===== src/rtl/sram_video_fetcher.sv =====
// -----------------------------------------------------------------------------
// sram_video_fetcher
//
// Pixel source for the PAL progressive sync generator. Reads a 256x192,
// 8-bit-per-pixel (GGGRRRBB) framebuffer from an external asynchronous SRAM,
// two pixel clocks ahead of the beam, and arbitrates a single host write port
// into the same SRAM during cycles that video fetch does not need.
//
// Build option:
//   BORDER_EN  defined   -> border colour is shown outside the picture window
//              undefined -> black outside the window, border port ignored
//
// Ports:
//   clk        pixel clock (shared with the sync generator)
//   rst        synchronous reset, active-high
//   hcnt/vcnt  registered beam counters from the sync generator
//   border     border colour {G,R,B}
//   wr_req     host write request, held until wr_ack
//   wr_addr    host write address
//   wr_data    host write data
//   wr_ack     one-cycle pulse, coincident with the SRAM write strobe
//   sram_addr  SRAM address (registered)
//   sram_dq_o  SRAM write data (registered)
//   sram_dq_i  SRAM read data
//   sram_we_n  SRAM write enable, active-low (registered)
//   sram_oe_n  SRAM output enable, active-low (registered)
//   ro/go/bo   3-bit pixel colour to the sync generator (registered)
// -----------------------------------------------------------------------------
module sram_video_fetcher #(
  parameter logic [8:0] H_START     = 9'd96,
  parameter logic [8:0] V_START     = 9'd60,
  parameter logic [8:0] END_COUNT_H = 9'd447
) (
  input  logic        clk,
  input  logic        rst,
  input  logic [8:0]  hcnt,
  input  logic [8:0]  vcnt,
  input  logic [2:0]  border,
  input  logic        wr_req,
  input  logic [15:0] wr_addr,
  input  logic [7:0]  wr_data,
  output logic        wr_ack,
  output logic [15:0] sram_addr,
  output logic [7:0]  sram_dq_o,
  input  logic [7:0]  sram_dq_i,
  output logic        sram_we_n,
  output logic        sram_oe_n,
  output logic [2:0]  ro,
  output logic [2:0]  go,
  output logic [2:0]  bo
);

  typedef enum logic [1:0] {
    IDLE    = 2'd0,
    WRITE   = 2'd1,
    RECOVER = 2'd2
  } state_t;

  state_t      state_q, state_d;
  logic [15:0] addr_q, addr_d;
  logic [7:0]  dq_q, dq_d;
  logic        we_n_q, we_n_d;
  logic        oe_n_q, oe_n_d;
  logic        ack_q, ack_d;
  logic        win_q;
  logic [2:0]  ro_q, go_q, bo_q;

  // ---------------------------------------------------------------------------
  // Lookahead columns. f_now is the column whose address is issued this cycle
  // (displayed two clocks later); f_next is the one issued next cycle. Both
  // wrap at the end of the line but keep the current vcnt.
  // ---------------------------------------------------------------------------
  logic [8:0] f_now_sum, f_next_sum;
  logic [8:0] f_now, f_next;
  logic       v_in, h_in_now, h_in_next;
  logic       fetch_now, fetch_next;
  logic [7:0] row, col;
  logic [15:0] fetch_addr;

  assign f_now_sum  = hcnt + 9'd2;
  assign f_next_sum = hcnt + 9'd3;
  assign f_now  = (f_now_sum  > END_COUNT_H) ? f_now_sum  - (END_COUNT_H + 9'd1) : f_now_sum;
  assign f_next = (f_next_sum > END_COUNT_H) ? f_next_sum - (END_COUNT_H + 9'd1) : f_next_sum;

  assign v_in      = (vcnt >= V_START) && (vcnt <= V_START + 9'd191);
  assign h_in_now  = (f_now  >= H_START) && (f_now  <= H_START + 9'd255);
  assign h_in_next = (f_next >= H_START) && (f_next <= H_START + 9'd255);

  assign fetch_now  = v_in && h_in_now;
  // Used to keep a write from starting when its WRITE cycle would be a fetch.
  assign fetch_next = v_in && h_in_next;

  assign row        = 8'(vcnt - V_START);
  assign col        = 8'(f_now - H_START);
  assign fetch_addr = {row, col};

  // ---------------------------------------------------------------------------
  // Pixel decode (GGGRRRBB) and out-of-window colour.
  // ---------------------------------------------------------------------------
  logic [2:0] pix_r, pix_g, pix_b;
  logic [2:0] bord_r, bord_g, bord_b;

  assign pix_g = sram_dq_i[7:5];
  assign pix_r = sram_dq_i[4:2];
  assign pix_b = {sram_dq_i[1], sram_dq_i[0], sram_dq_i[1]};

`ifdef BORDER_EN
  assign bord_g = {3{border[2]}};
  assign bord_r = {3{border[1]}};
  assign bord_b = {3{border[0]}};
`else
  logic unused_border;
  assign unused_border = ^border;
  assign bord_g = 3'b000;
  assign bord_r = 3'b000;
  assign bord_b = 3'b000;
`endif

  // ---------------------------------------------------------------------------
  // Arbitration FSM: next-state and SRAM control. Fetch always overrides.
  // ---------------------------------------------------------------------------
  always_comb begin
    state_d = state_q;
    addr_d  = addr_q;
    dq_d    = dq_q;
    we_n_d  = 1'b1;
    oe_n_d  = oe_n_q;
    ack_d   = 1'b0;

    unique case (state_q)
      IDLE: begin
        if (wr_req && !fetch_now && !fetch_next) begin
          state_d = WRITE;
          addr_d  = wr_addr;
          dq_d    = wr_data;
          oe_n_d  = 1'b1;
          we_n_d  = 1'b0;
          // Ack is registered alongside the strobe so it marks the WRITE cycle.
          ack_d   = 1'b1;
        end
      end
      WRITE: begin
        state_d = RECOVER;
        oe_n_d  = 1'b0;
      end
      RECOVER: begin
        state_d = IDLE;
      end
      default: begin
        state_d = IDLE;
      end
    endcase

    if (fetch_now) begin
      addr_d = fetch_addr;
      oe_n_d = 1'b0;
      we_n_d = 1'b1;
      ack_d  = 1'b0;
    end
  end

  always_ff @(posedge clk) begin
    if (rst) begin
      state_q <= IDLE;
      addr_q  <= 16'd0;
      dq_q    <= 8'd0;
      we_n_q  <= 1'b1;
      oe_n_q  <= 1'b0;
      ack_q   <= 1'b0;
      win_q   <= 1'b0;
      ro_q    <= 3'd0;
      go_q    <= 3'd0;
      bo_q    <= 3'd0;
    end else begin
      state_q <= state_d;
      addr_q  <= addr_d;
      dq_q    <= dq_d;
      we_n_q  <= we_n_d;
      oe_n_q  <= oe_n_d;
      ack_q   <= ack_d;
      // win_q marks that sram_dq_i this cycle belongs to a fetched pixel.
      win_q   <= fetch_now;
      if (win_q) begin
        ro_q <= pix_r;
        go_q <= pix_g;
        bo_q <= pix_b;
      end else begin
        ro_q <= bord_r;
        go_q <= bord_g;
        bo_q <= bord_b;
      end
    end
  end

  assign sram_addr = addr_q;
  assign sram_dq_o = dq_q;
  assign sram_we_n = we_n_q;
  assign sram_oe_n = oe_n_q;
  assign wr_ack    = ack_q;
  assign ro        = ro_q;
  assign go        = go_q;
  assign bo        = bo_q;

endmodule


===== config.mk =====
export PLATFORM = sky130hd
export DESIGN_NAME = sram_video_fetcher
export DESIGN_NICKNAME = d
export VERILOG_FILES = /design/src/rtl/sram_video_fetcher.sv
export SDC_FILE = /design/constraint.sdc
export NUM_CORES = 1
export LEC_CHECK = 0
export ABC_AREA = 0
export BUFFER_PORTS_ARGS = -buffer_cell sky130_fd_sc_hd__buf_4
export CAP_MARGIN = 5
export CORE_MARGIN = 2
export CORE_UTILIZATION = 44
export DETAILED_ROUTE_END_ITERATION = 8
export PLACE_DENSITY = 0.84
export SYNTH_ARGS = -nofsm -noshare
export SYNTH_HDL_FRONTEND = slang
export SYNTH_SLANG_ARGS = --single-unit

===== constraint.sdc =====
create_clock -name clk -period 3.1 [get_ports clk]
set_input_delay 0 -clock clk [delete_from_list [all_inputs] [get_ports clk]]
set_output_delay 0 -clock clk [all_outputs]
set_load 0.01 [all_outputs]

After elaboration in Yosys (flattened, before gate mapping)
Index checks and enable logic that the tools add are counted.
{"block": "totals", "register_bits": 39, "elab_cells": 58}
{"block": "op_classes", "addsub": 6, "n_lt_le_gt_ge": 8, "n_eq_ne": 2, "muxes": 11, "bitwise": 2, "n_reduce_logical": 19}
{"operator": "$mux W16", "n": 3}
{"operator": "$add A9 B2 Y9 const B", "n": 2}
{"operator": "$ge A9 B7 Y1 const B", "n": 2}
{"operator": "$gt A9 B9 Y1 const B", "n": 2}
{"operator": "$le A9 B9 Y1 const B", "n": 2}
{"operator": "$mux W9", "n": 2}
{"operator": "$sub A9 B9 Y9 const B", "n": 2}
{"operator": "$ge A9 B6 Y1 const B", "n": 1}
{"operator": "$le A9 B8 Y1 const B", "n": 1}
{"operator": "$sub A8 B6 Y8 const B", "n": 1}
{"operator": "$sub A8 B7 Y8 const B", "n": 1}
{"operator": "$logic_and A1 B1 Y1", "n": 7}
{"operator": "$reduce_and A2 Y1", "n": 3}
{"operator": "$reduce_bool A2 Y1", "n": 3}
{"operator": "$pmux W2 S2", "n": 1}
{"operator": "$reduce_or A2 Y1", "n": 2}
{"operator": "$mux W1", "n": 3}
{"operator": "$reduce_or A3 Y1", "n": 1}
{"operator": "$eq A2 B1 Y1 const B", "n": 1}
{"operator": "$logic_not A1 Y1", "n": 2}
{"operator": "$logic_not A2 Y1", "n": 1}
{"operator": "$mux W2", "n": 1}
{"operator": "$ne A2 B2 Y1 const B", "n": 1}
{"operator": "$not A1 Y1", "n": 2}
{"operator": "$pmux W1 S2", "n": 1}

Logic depth before layout (Yosys ltp)
Gate-level depths: netlist of run 1.
{"block": "depth", "word_depth": 12, "mapped_depth": 17, "mapped_depth_nobuf": 16}

Least setup slack after synthesis of run 1
Ideal clock, no wire load.
{"block": "synth_timing", "path_type": "input -> register", "startpoint": "input hcnt[4]", "endpoint": "register addr_q[14] (netlist: sram_addr[14])", "setup_ps": 86, "arrival_ps": 3159, "slack_ps": -145, "stages": 17, "n_path_buf": 2, "path_cell_list": "buf_2 -> nand4_4 -> o21a_1 -> nor2_1 -> inv_1 -> ha_1 -> and3_1 -> or4b_1 -> a21oi_1 -> ha_1 -> a31oi_1 -> o21ai_1 -> a211oi_1 -> o31ai_4 -> clkbuf_1 -> nor2_1 -> a211oi_1"}
{"block": "synth_between", "elab_chain_cells": 11, "elab_cells_between_ends": 24}
{"element": "start: declaration", "line": "36", "source": "input logic [8:0] hcnt,"}
{"element": "$add A9 B2 Y9", "line": "80", "source": "assign f_now_sum = hcnt + 9'd2;"}
{"element": "$sub A9 B9 Y9 / $gt A9 B9 Y1 (equally long branches)", "line": "82", "source": "assign f_now = (f_now_sum > END_COUNT_H) ? f_now_sum - (END_COUNT_H + 9'd1) : f_now_sum;"}
{"element": "$mux W9", "line": "82"}
{"element": "$ge A9 B7 Y1 / $le A9 B9 Y1 (equally long branches)", "line": "86", "source": "assign h_in_now = (f_now >= H_START) && (f_now <= H_START + 9'd255);"}
{"element": "$logic_and A1 B1 Y1", "line": "86"}
{"element": "$logic_and A1 B1 Y1", "line": "89", "source": "assign fetch_now = v_in && h_in_now;"}
{"element": "$logic_not A1 Y1", "line": "132", "source": "if (wr_req && !fetch_now && !fetch_next) begin"}
{"element": "$logic_and A1 B1 Y1 (2 in series)", "line": "132"}
{"element": "$reduce_bool A2 Y1 (no line)"}
{"element": "$reduce_and A2 Y1 (no line)"}
{"element": "end signal: assignment", "line": "176", "source": "addr_q <= addr_d;"}
{"element": "end: declaration", "line": "60", "source": "logic [15:0] addr_q, addr_d;"}
Several ways; a longest one is shown, not always the timed one.
A chain may end at the register's enable or synchronous reset.

Final worst setup path of run 1
{"block": "layout_timing", "startpoint": "input hcnt[2]", "endpoint": "register dq_q[6] (netlist: sram_dq_o[6])"}
{"block": "layout_between", "elab_chain_cells": 10, "elab_cells_between_ends": 21}
{"element": "$add A9 B2 Y9", "line": "80"}
{"element": "$sub A9 B9 Y9 / $gt A9 B9 Y1 (equally long branches)", "line": "82"}
{"element": "$mux W9", "line": "82"}
{"element": "$ge A9 B7 Y1 / $le A9 B9 Y1 (equally long branches)", "line": "86"}
{"element": "$logic_and A1 B1 Y1", "line": "86"}
{"element": "$logic_and A1 B1 Y1", "line": "89"}
{"element": "$logic_not A1 Y1", "line": "132"}
{"element": "$logic_and A1 B1 Y1", "line": "132"}
{"element": "$logic_and A1 B1 Y1 (*)", "line": "132"}
{"element": "$reduce_and A2 Y1 (no line) (*)"}
{"element": "end signal: assignment", "line": "177", "source": "dq_q <= dq_d;"}
{"element": "end: declaration", "line": "61", "source": "logic [7:0] dq_q, dq_d;"}
Mark *: on every way between the ends. The rest lies on a longest branch, timed or not.

==> summary.md, run 1 <==
| Metric | Value |
|---|---|
| Met2 GRT Util | 33.8% |
| DR vias/cell | 5.08 |
| CP Capture Type | flop |
| Period utilisation layout | 94.6% |
| DP Cell Count | 425 |
| Sequential share of power | 39.3% |
| Synth Instances | 261 |
| Antenna viol nets, final | 0 |
| Post-synth top flop | dfxtp_1 |
| Share of the yosys chip area belonging to registers | 31.9% |
| Critical path arrival | 3.14 ns |
| Placed Area | 0.00321 mm2 |
| CTS buffer count | 5 |
| Fin area | 0.00348 mm2 |
| Largest net degree at the start of global routing | 39 |
| Fin. Hold Viols | 0 |
| Gpl congestion | 0.840 |
| Post-synth ARST share | 0% |
| Nets | 449 |
| Skew final | 0.00897 ns |
| Num Clock Sinks | 38 |
| Clk Latency, worst-skew pair | 0.29 ns |
| # rows | 26 |
| Clk slew on worst S/H paths | 0.07 ns |
| Mapped cell area | 0.00239 mm2 |
| Hold Crit Start | wr_data[0] |
| # setup viols final | 0 |
| Vias in the first global route | 2171 |
| Total track usage | 20.3% |
| Status | finished clean |
| Initial antenna violation count | 0 |
| Post-Synth XOR/XNOR Area | 5.45% |
| Share of layout cells above drive strength 1 | 35.1% |
| Internal power | 1.02 mW |
| Pwr Total | 1.43 mW |
| Crit Path Category | in -> reg |
| Relative slew slack | 61.9% |
| Crit-path max FO | 8 |
| Drt pass-1 iters | 4 |
| Synthesis Warnings | 0 |
| Synth top area share | 31.9% |
| Global route total overflow | 0 |
| Worst hold slack | 0.0187 ns |
| I/O pin cnt | 92 |
| Die span in y | 77.7 um |
| Most common library cell in the layout ignoring fill and taps | buf_4 |
| Commonest non-fill, non-tap cells in the layout | buf_4 (107), dfxtp_1 (38), nor2_1 (24), mux2i_1 (24), nand2b_1 (20) |
| Simple-gate portion of the synthesized area | 23.0% |
| Max frequency | 341 MHz |
| Hold Path End | sram_dq_o[0]$_SDFFE_PP0P_ |
| Largest family of logic cells by synthesized area | simple AND/OR/NAND/NOR gates |
| DRC viols | 0 |
| DIE WIDTH | 77.7 um |
| Clock share of power | 28.8% |
| CTS tree | built |
| Sw Ratio | 28.3% |
| CTS H-tree depth | 2 |
| Core footprint | 0.00517 mm2 |
| Netlist cell types | 52 |
| Flop2flop setup slack | 1.36 ns |
| Number of max-cap violations | 0 |
| Via count | 2283 |
| Root Driver | clkbuf_8 |
| Adder-Cell Fraction of Synth Area | 7.86% |
| Worst r2r src | state_q[0]$_SDFFE_PP0P_ |
| Antenna diodes | 0 |
| Grt peak-use layer | met2 |
| First-pass GRT wire length | 9980 um |
| Finished Layout Cells | 449 |
| Worst Hold Class | in -> reg |
| Max-slew violations | 0 |
| Total Wirelength | 6070 um |
| WP data required | 3.31 ns |
| Startpoint Class | input pin |
| Synth-to-Final Area Change | 45.9% |
| Post-synth EDFFs | 0 |
| R2R depth | 7 |
| Synth Area in Compound Gates | 15.8% |
| Clk buf depth | 2 |
| Met3 Use GR | 4.53% |
| GR Layer Usage met1 | 26.0% |
| Die ar. | 0.00603 mm2 |
| Port bufs | 88 |
| Initial core utilization | 46.2% |
| Dominant cells by area after synthesis | dfxtp_1 (32%), mux2i_1 (10%), ha_1 (7.9%), a211oi_1 (5.7%), nand2b_1 (5.2%) |
| Detailed placement HPWL | 4470 um |
| Post-synthesis mux area share | 10.1% |
| Wire length per cell | 13.5 um |
| NetSw | 0.403 mW |
| Syn_nets | 332 |
| Minimum clock period | 2.93 ns |
| Pleak | 1.63 nW |
| Fin util | 67.3% |
| Worst VDD drop | 0.211 mV |
| R2R Path End | sram_addr[8]$_SDFFE_PP0P_ |
| Worst hold path depth | 3 |
| Largest area contributor in the netlist | dfxtp_1 |
| Pwr Density | 410 mW/mm2 |
| Combinational power share | 32.0% |
| DRC marker count from the first detailed-route iteration | 74 |
| Measured slew at the worst slew-check pin | 0.563 ns |
| Mean post-synth cell area | 9.15 um2 |
| Yosys reg bits | 38 |
==> synthesized netlist by cell type, types with 2 or more instances <==
cell type / number
a211oi_1: 18
a21oi_1: 3
a311oi_1: 2
a31oi_1: 3
and2_1: 10
and3_1: 4
and3b_1: 2
and4_1: 2
buf_2: 5
clkbuf_1: 5
dfxtp_1: 38
ha_1: 15
inv_1: 11
mux2i_1: 24
nand2_1: 11
nand2b_1: 20
nand3_1: 7
nand4b_1: 2
nor2_1: 25
nor2b_1: 2
nor3_1: 3
o21a_1: 2
o21ai_0: 4
o31ai_1: 2
o41ai_1: 2
or4b_1: 2
xnor2_1: 7
xor2_1: 6
==> metal layers <==
layer | share of wire (%) | vias to the layer above | routed length (um)
met5 | 0 | - | 0
met4 | 1.2 | 0 | 72
met3 | 4.9 | 7 | 299
met2 | 48 | 69 | 2910
met1 | 46 | 1053 | 2780
li1 | - | 1154 | -
==> sequential cells by signal, indices dropped and copies added, names as in the netlist <==
name / flops
bo: 2
go: 3
ro: 3
sram_addr: 16
sram_dq_o: 8
sram_oe_n: 1
sram_we_n: 1
state_q: 2
win_q: 1
wr_ack: 1
==> worst max path at each step <==
stage,from,to,slack (ns),cells after the start
finish,hcnt[2],sram_dq_o[6]$_SDFFE_PP0P_,0.17,18
global route,hcnt[2],sram_dq_o[2]$_SDFFE_PP0P_,-0.008,18
CTS,hcnt[2],sram_addr[2]$_SDFFE_PP0P_,0.15,18
detailed placement,hcnt[2],sram_dq_o[6]$_SDFFE_PP0P_,-0.13,18
global placement,hcnt[1],sram_addr[2]$_SDFFE_PP0P_,-0.03,18
floorplan,hcnt[5],sram_dq_o[0]$_SDFFE_PP0P_,0.006,17
==> per-stage QoR <==
| step | setup WS (ns) | setup TNS (ns) |
|---|---|---|
| 6_report | 0.168 | 0 |
| 5_1_grt | -0.00839 | -0.00839 |
| 4_1_cts | 0.151 | 0 |
| 3_5_place_dp | -0.133 | -1.69 |
| 3_3_place_gp | -0.0260 | -0.116 |
| 2_1_floorplan | 0.00601 | 0 |
==> what timing repair did <==
action,in CTS,in global routing
gates resized for setup,0,3
endpoints found under the setup margin,0,10
buffers inserted,0,1
endpoints found under the hold margin,13,1
hold buffers,13,1
==> cell families after synthesis <==
group,after synthesis
simple gates,96
compound gates,48
flops,38
buf+inv,26
mux,24
fa+ha+maj,15
xor+xnor,14
==> power groups by stage <==
stage | registers [mW] | clock network (mW) | logic, mW
4_1_cts | 0.560 | 0.422 | 0.449
5_1_grt | 0.566 | 0.458 | 0.494
3_5_place_dp | 0.570 | 0 | 0.434
3_3_place_gp | 0.569 | 0 | 0.428
6_report | 0.560 | 0.411 | 0.456
2_1_floorplan | 0.589 | 0 | 0.232
==> final cells by class <==
type                       instances  area, um2
inverter                          12       45.0
sequential                        38        761
tap                               70       87.6
multi-input combinational        197       1500
clock inverter                     1       30.0
clock buffer                       7       76.3
timing repair buffer             124        980
fill                             417       1690
==> worst max-delay path: stages <==
cell	delay (ns)
buf_4	0.09
ha_1	0.16
inv_1	0.05
o21a_1	0.20
nor2_2	0.14
inv_2	0.05
ha_1	0.18
and3_1	0.20
or4b_4	0.51
a21oi_2	0.18
ha_1	0.16
a31oi_1	0.09
o21ai_1	0.13
a211oi_1	0.11
o31ai_4	0.31
nor2b_4	0.24
buf_12	0.14
mux2i_1	0.20
No activity file was read; power rests on OpenSTA's default activity.
==> inputs of run 2 (changes only) <==
- CORE_UTILIZATION: 44 -> 45
- PLACE_DENSITY: 0.84 -> 0.82
- clock period: 3.1 -> 3.76 ns (I/O delays scaled with it)
==> run 2 against run 1 <==
  * Worst setup slack better by 0.33 ns
  * Non-clock buffer count down 18
  * Clock power down 28%
  * Die area down 2.1%
  * Register-to-register slack better by 0.68 ns
  * First-iteration DRC count down 46%
  * Via count down 4.9%
  * Final cell count down 4.0%
  * Global-route usage down 0.87 points
  * Final area down 4.7%
==> summary.md, run 2 (same netlist as run 1, synthesis figures left out) <==
| Metric | Value |
|---|---|
| WP data required | 3.96 ns (+0.65 ns) |
| Number of max-cap violations | 0 (unchanged) |
| Core footprint | 0.00511 mm2 (-1.3%) |
| Critical path arrival | 3.46 ns (+0.32 ns) |
| Clk Latency, worst-skew pair | 0.29 ns (about the same) |
| Pwr Total | 1.10 mW (-23%) |
| Root Driver | clkbuf_8 |
| Status | finished clean |
| Crit Path Category | in -> reg |
| Grt peak-use layer | met2 |
| # setup viols final | 0 (unchanged) |
| Initial core utilization | 46.7% (+0.59 points) |
| Drt pass-1 iters | 4 (unchanged) |
| Antenna viol nets, final | 0 (unchanged) |
| Sw Ratio | 30.1% (+1.8 points) |
| Clk buf depth | 2 (unchanged) |
| # rows | 26 (unchanged) |
| Period utilisation layout | 86.7% |
| Post-CTS sizing | 0 (unchanged) |
| Met2 GRT Util | 35.5% (+1.7 points) |
| Setup WS pre-CTS | 0.208 ns (+0.341 ns) |
| Via count | 2172 (-4.9%) |
| Startpoint Class | input pin |
| Largest register FFs | 16 (unchanged) |
| Port bufs | 88 (unchanged) |
| DRC marker count from the first detailed-route iteration | 40 (-46%) |
| Share of layout cells above drive strength 1 | 30.5% (-4.6 points) |
| Fin. Hold Viols | 0 (unchanged) |
| Internal power | 0.770 mW (-25%) |
| Pwr Density | 332 mW/mm2 (-19%) |
| DRC viols | 0 (unchanged) |
| Crit-path max FO | 30 (+22) |
| Final worst setup slack | 0.499 ns (+0.332 ns) |
| First-pass GRT wire length | 9490 um (-4.8%) |
| Die span in y | 76.8 um (-1.1%) |
| Global route total overflow | 0 (unchanged) |
| Total Wirelength | 5690 um (-6.3%) |
| Combinational power share | 31.2% (-0.8 points) |
| CP Capture Type | flop |
| Relative slew slack | 66.3% (+4.3 points) |
| Gpl congestion | 0.842 (+0.23%) |
| Nets | 431 (-4.0%) |
| I/O pin cnt | 92 (unchanged) |
| Clock share of power | 26.9% (-1.9 points) |
| Clk slew on worst S/H paths | 0.08 ns (about the same) |
| Vias in the first global route | 2086 (-3.9%) |
| Max frequency | 307 MHz |
| CTS H-tree depth | 2 (unchanged) |
| Sequential share of power | 41.9% (+2.6 points) |
| NetSw | 0.331 mW (-18%) |
| Hold Crit Start | vcnt[1] |
| RSZ-0062 raised after global routing | no |
| Skew final | 0.00941 ns (+0.000441 ns) |
| Antenna diodes | 0 (unchanged) |
| Max-slew violations | 0 (unchanged) |
| Die ar. | 0.00590 mm2 (-2.1%) |
| Worst r2r src | state_q[0]$_SDFFE_PP0P_ |
| Num Clock Sinks | 38 (unchanged) |
| Most common library cell in the layout ignoring fill and taps | buf_4 |
| Wire length per cell | 13.2 um (-2.4%) |
| Detailed placement HPWL | 4150 um (-7.0%) |
| Fillers | 447 (+7.2%) |
| Total track usage | 19.4% (-0.87 points) |
| Largest net degree at the start of global routing | 39 (unchanged) |
| Commonest non-fill, non-tap cells in the layout | buf_4 (90), dfxtp_1 (38), nor2_1 (25) |
| GR Layer Usage met1 | 23.2% (-2.8 points) |
| Worst hold slack | 0.0166 ns (-0.00205 ns) |
| Minimum clock period | 3.26 ns |
| Initial antenna violation count | 0 (unchanged) |
| # Post-CTS Setup Buffers | 0 (unchanged) |
| Worst Hold Class | in -> reg |
| Worst VDD drop | 0.232 mV (+9.8%) |
| DIE WIDTH | 76.8 um (-1.1%) |
| CTS buffer count | 5 (unchanged) |
| Post-route setup TNS | 0 ns (unchanged) |
| Synth-to-Final Area Change | 39.0% |
| Met3 Use GR | 3.65% (-0.89 points) |
| CTS tree | built |
| CP startpoint | hcnt[2] |
| Pleak | 1.53 nW (-6.0%) |
| DR vias/cell | 5.04 (-0.89%) |
| Measured slew at the worst slew-check pin | 0.499 ns (-0.0639 ns) |
[run 2: timing repair]
| item | CTS | global route |
|---|---|---|
| hold buffers | 15 | 0 |
| endpoints found under the hold margin | 15 | 0 |
| setup endpoints to repair | 0 | 0 |
[run 2: cell type report]
| cell class | count | area [um2] | share of cell area (%) |
|---|---|---|---|
| clock inverter | 2 | 12.5 | 0.377 |
| multi-input combinational | 197 | 1480 | 44.7 |
| sequential | 38 | 761 | 22.9 |
| clock buffer | 6 | 82.6 | 2.49 |
| inverter | 12 | 45.0 | 1.36 |
| tap | 70 | 87.6 | 2.64 |
| timing repair buffer | 106 | 846 | 25.5 |
[run 2: path summary, 6_finish.rpt]
path                          endpoint  slack, ns  cells after the start
max reg2reg  sram_dq_o[2]$_SDFFE_PP0P_       2.04                      7
min reg2reg     sram_oe_n$_SDFFE_PP0P_       0.46                      2
min          sram_addr[9]$_SDFFE_PP0P_       0.02                      3
max          sram_addr[3]$_SDFFE_PP0P_       0.50                     18
[run 2: critical path, stage by stage]
cell and delay, ns:
buf_4 0.14, ha_1 0.19, inv_1 0.06, o21a_1 0.19, nor2_1 0.17, inv_1 0.14
ha_1 0.23, and3_1 0.20, or4b_1 0.49, a21oi_1 0.22, ha_1 0.23, a31oi_1 0.07
o21ai_1 0.13, a211oi_1 0.11, o31ai_4 0.26, buf_12 0.21, and3b_1 0.19, a211oi_1 0.21
[run 2: layer usage]
layer	up-vias	wire, um
met3	4	225
met4	0	56
met1	997	2490
li1	1116	-
met2	55	2920
met5	-	0
[run 2: stage by stage]
| stage | area (um2) | utilization (%) | instances |
|---|---|---|---|
| floorplan | 2390 | - | 261 |
| global placement | 3070 | 60.2 | 408 |
| detailed placement | 3070 | 60.2 | 408 |
| CTS | 3320 | 65.0 | 431 |
| global route | 3320 | 65.0 | 431 |
| finish | 3320 | 65.0 | 431 |
[run 2: power groups by stage]
stage          clock network [mW]  logic, mW  registers (mW)
3_5_place_dp                    0      0.331           0.469
6_report                    0.296      0.344           0.461
2_1_floorplan                   0      0.188           0.485
3_3_place_gp                    0      0.325           0.469
4_1_cts                     0.303      0.346           0.461
5_1_grt                     0.318      0.375           0.466
==> inputs of run 3 (changes only) <==
==> constraint.sdc (replaced) <==
create_clock -name clk -period 3.76 [get_ports clk]
set_input_delay 0.752 -clock clk [delete_from_list [all_inputs] [get_ports clk]]
set_output_delay 0.752 -clock clk [all_outputs]
set_load 0.01 [all_outputs]
==> run 3 against run 2 <==
  * Maximum frequency down 9.6%
  * Flip-flop and latch count unchanged
  * Worst setup slack worse by 0.35 ns
  * Critical path type unchanged
  * Largest power group unchanged
  * Final cell count is 2.6% higher
  * Register-to-register slack is essentially flat
  * Clock skew shrank 0.0036 ns
==> summary.md, run 3 (same netlist as run 1, synthesis figures left out) <==
| Metric | Value |
|---|---|
| Worst VDD drop | 0.189 mV (-18%) |
| Worst r2r src | state_q[0]$_SDFFE_PP0P_ |
| Vias in the first global route | 2047 (-1.9%) |
| DRC marker count from the first detailed-route iteration | 78 (+95%) |
| Clock share of power | 23.2% (-3.7 points) |
| Total track usage | 18.9% (-0.58 points) |
| Most common library cell in the layout ignoring fill and taps | buf_4 |
| Clk buf depth | 2 (unchanged) |
| Pleak | 1.60 nW (+4.9%) |
| Initial core utilization | 46.7% (unchanged) |
| R2R Path End | sram_addr[10]$_SDFFE_PP0P_ |
| Status | finished clean |
| NetSw | 0.324 mW (-2.0%) |
| Relative slew slack | 70.2% (+4.0 points) |
| Share of layout cells above drive strength 1 | 39.2% (+8.8 points) |
| CP Capture Type | flop |
| First-pass GRT wire length | 9150 um (-3.6%) |
| Worst Hold Class | reg -> reg |
| Initial antenna violation count | 0 (unchanged) |
| R2R depth | 7 (unchanged) |
| Largest net degree at the start of global routing | 39 (unchanged) |
| Critical path arrival | 3.82 ns (+0.36 ns) |
| DRC viols | 0 (unchanged) |
| Internal power | 0.774 mW (+0.58%) |
| DR vias/cell | 5.11 (+1.4%) |
| # rows | 26 (unchanged) |
| Drt pass-1 iters | 4 (unchanged) |
| Sw Ratio | 29.5% (-0.55 points) |
| Worst hold path depth | 2 (-1) |
| Crit-path max FO | 8 (-73%) |
| Max-slew violations | 0 (unchanged) |
| Wire length per cell | 12.8 um (-2.8%) |
| # setup viols final | 0 (unchanged) |
| Pwr Density | 321 mW/mm2 (-3.3%) |
| Pwr Total | 1.10 mW (-0.20%) |
| Number of max-cap violations | 0 (unchanged) |
| Sequential share of power | 41.9% (about the same) |
| Skew final | 0.00585 ns (-0.00357 ns) |
| Clk Latency, worst-skew pair | 0.28 ns (about the same) |
| Synth-to-Final Area Change | 43.4% |
| Max frequency | 277 MHz (-9.6%) |
| Root Driver | clkbuf_8 |
| Measured slew at the worst slew-check pin | 0.444 ns (-0.0554 ns) |
| CP startpoint | hcnt[1] |
| DIE WIDTH | 76.8 um (unchanged) |
| Antenna diodes | 0 (unchanged) |
| Fin area | 0.00342 mm2 (+3.2%) |
| Gpl congestion | 0.854 (+1.4%) |
| Port bufs | 88 (unchanged) |
| CP Capture Point | sram_dq_o[2]$_SDFFE_PP0P_ |
| Largest register FFs | 16 (unchanged) |
| Antenna viol nets, final | 0 (unchanged) |
| Flop2flop setup slack | 2.03 ns (about the same) |
| Die ar. | 0.00590 mm2 (unchanged) |
| Startpoint Class | input pin |
| Crit Path Category | in -> reg |
| Detailed placement HPWL | 4490 um (+8.0%) |
| Worst hold slack | 0.452 ns (+0.435 ns) |
| CTS H-tree depth | 2 (unchanged) |
| CTS tree | built |
| Global route total overflow | 0 (unchanged) |
| WP data required | 3.97 ns (about the same) |
| Minimum clock period | 3.61 ns (+0.348 ns) |
| Fin util | 67.0% (+2.1 points) |
| Core footprint | 0.00511 mm2 (unchanged) |
| Die span in y | 76.8 um (unchanged) |
| Fin. Hold Viols | 0 (unchanged) |
| Combinational power share | 34.8% (+3.6 points) |
| Num Clock Sinks | 38 (unchanged) |
| RSZ-0062 raised after global routing | yes |
| Commonest non-fill, non-tap cells in the layout | buf_4 (112), dfxtp_1 (38), nor2_1 (24), mux2i_1 (24), nand2b_1 (20) |
| I/O pin cnt | 92 (unchanged) |
| Period utilisation layout | 96.0% (+9.3 points) |
| CTS buffer count | 5 (unchanged) |
| Post-route setup TNS | 0 ns (unchanged) |
| Nets | 443 (+2.8%) |
| Clk slew on worst S/H paths | 0.07 ns (about the same) |
| Placed Area | 0.00332 mm2 (+8.1%) |
| Total Wirelength | 5670 um (-0.35%) |
| Via count | 2258 (+4.0%) |
-- run 3: stage by stage --
stage                     cells  worst slack (ns)
after floorplan             261           -0.0286
after detailed placement    434            -0.143
after CTS                   441             0.103
final                       442             0.151
after global placement      434           -0.0548
after global routing        442           -0.0399
-- run 3: layout make-up --
| class | count | area [um2] |
|---|---|---|
| clock inverter | 2 | 10.0 |
| timing repair buffer | 118 | 928 |
| clock buffer | 5 | 68.8 |
| tap | 70 | 87.6 |
| multi-input combinational | 197 | 1520 |
| sequential | 38 | 761 |
| fill | 395 | 1680 |
| inverter | 12 | 45.0 |
-- run 3: timing repair --
action / in CTS / in global routing
gates resized for setup: 0 / 4
setup buffers: 0 / 0
endpoints found under the setup margin: 0 / 15
hold buffers: 0 / 0
-- run 3: worst max-delay path: stages --
cell     delay [ns]
buf_4          0.08
ha_1           0.16
inv_1          0.06
o21a_1         0.20
nor2_4         0.11
inv_2          0.05
ha_2           0.16
and3_4         0.15
or4b_4         0.52
a21oi_2        0.16
ha_2           0.20
a31oi_1        0.05
buf_4          0.14
nor2_1         0.08
nor2_1         0.07
o31ai_4        0.29
nor2b_2        0.25
buf_12         0.15
mux2i_1        0.18
-- run 3: worst min path at each step --
| stage | start | endpoint | slack, ns |
|---|---|---|---|
| floorplan | state_q[0]$_SDFFE_PP0P_ | state_q[1]$_SDFFE_PP0P_ | 0.45 |
| global placement | sram_oe_n$_SDFFE_PP0P_ | sram_oe_n$_SDFFE_PP0P_ | 0.44 |
| detailed placement | sram_oe_n$_SDFFE_PP0P_ | sram_oe_n$_SDFFE_PP0P_ | 0.44 |
| CTS | sram_oe_n$_SDFFE_PP0P_ | sram_oe_n$_SDFFE_PP0P_ | 0.45 |
| global route | sram_oe_n$_SDFFE_PP0P_ | sram_oe_n$_SDFFE_PP0P_ | 0.47 |
| finish | sram_oe_n$_SDFFE_PP0P_ | sram_oe_n$_SDFFE_PP0P_ | 0.45 |
-- run 3: power by group through the flow --
stage                     registers, mW  logic (mW)  clock network (mW)
after floorplan                   0.485       0.196                   0
after global placement            0.468       0.370                   0
after detailed placement          0.469       0.378                   0
after CTS                         0.461       0.380               0.261
after global routing              0.464       0.413               0.282
final                             0.461       0.383               0.255
-- run 3: routing by layer --
metal,vias to the layer above,GRT usage [%],routed length [um]
met3,7,4.59,321
met5,-,0,0
li1,1146,-,-
met4,0,6.18,83
met2,69,32.3,2710
met1,1036,23.1,2550
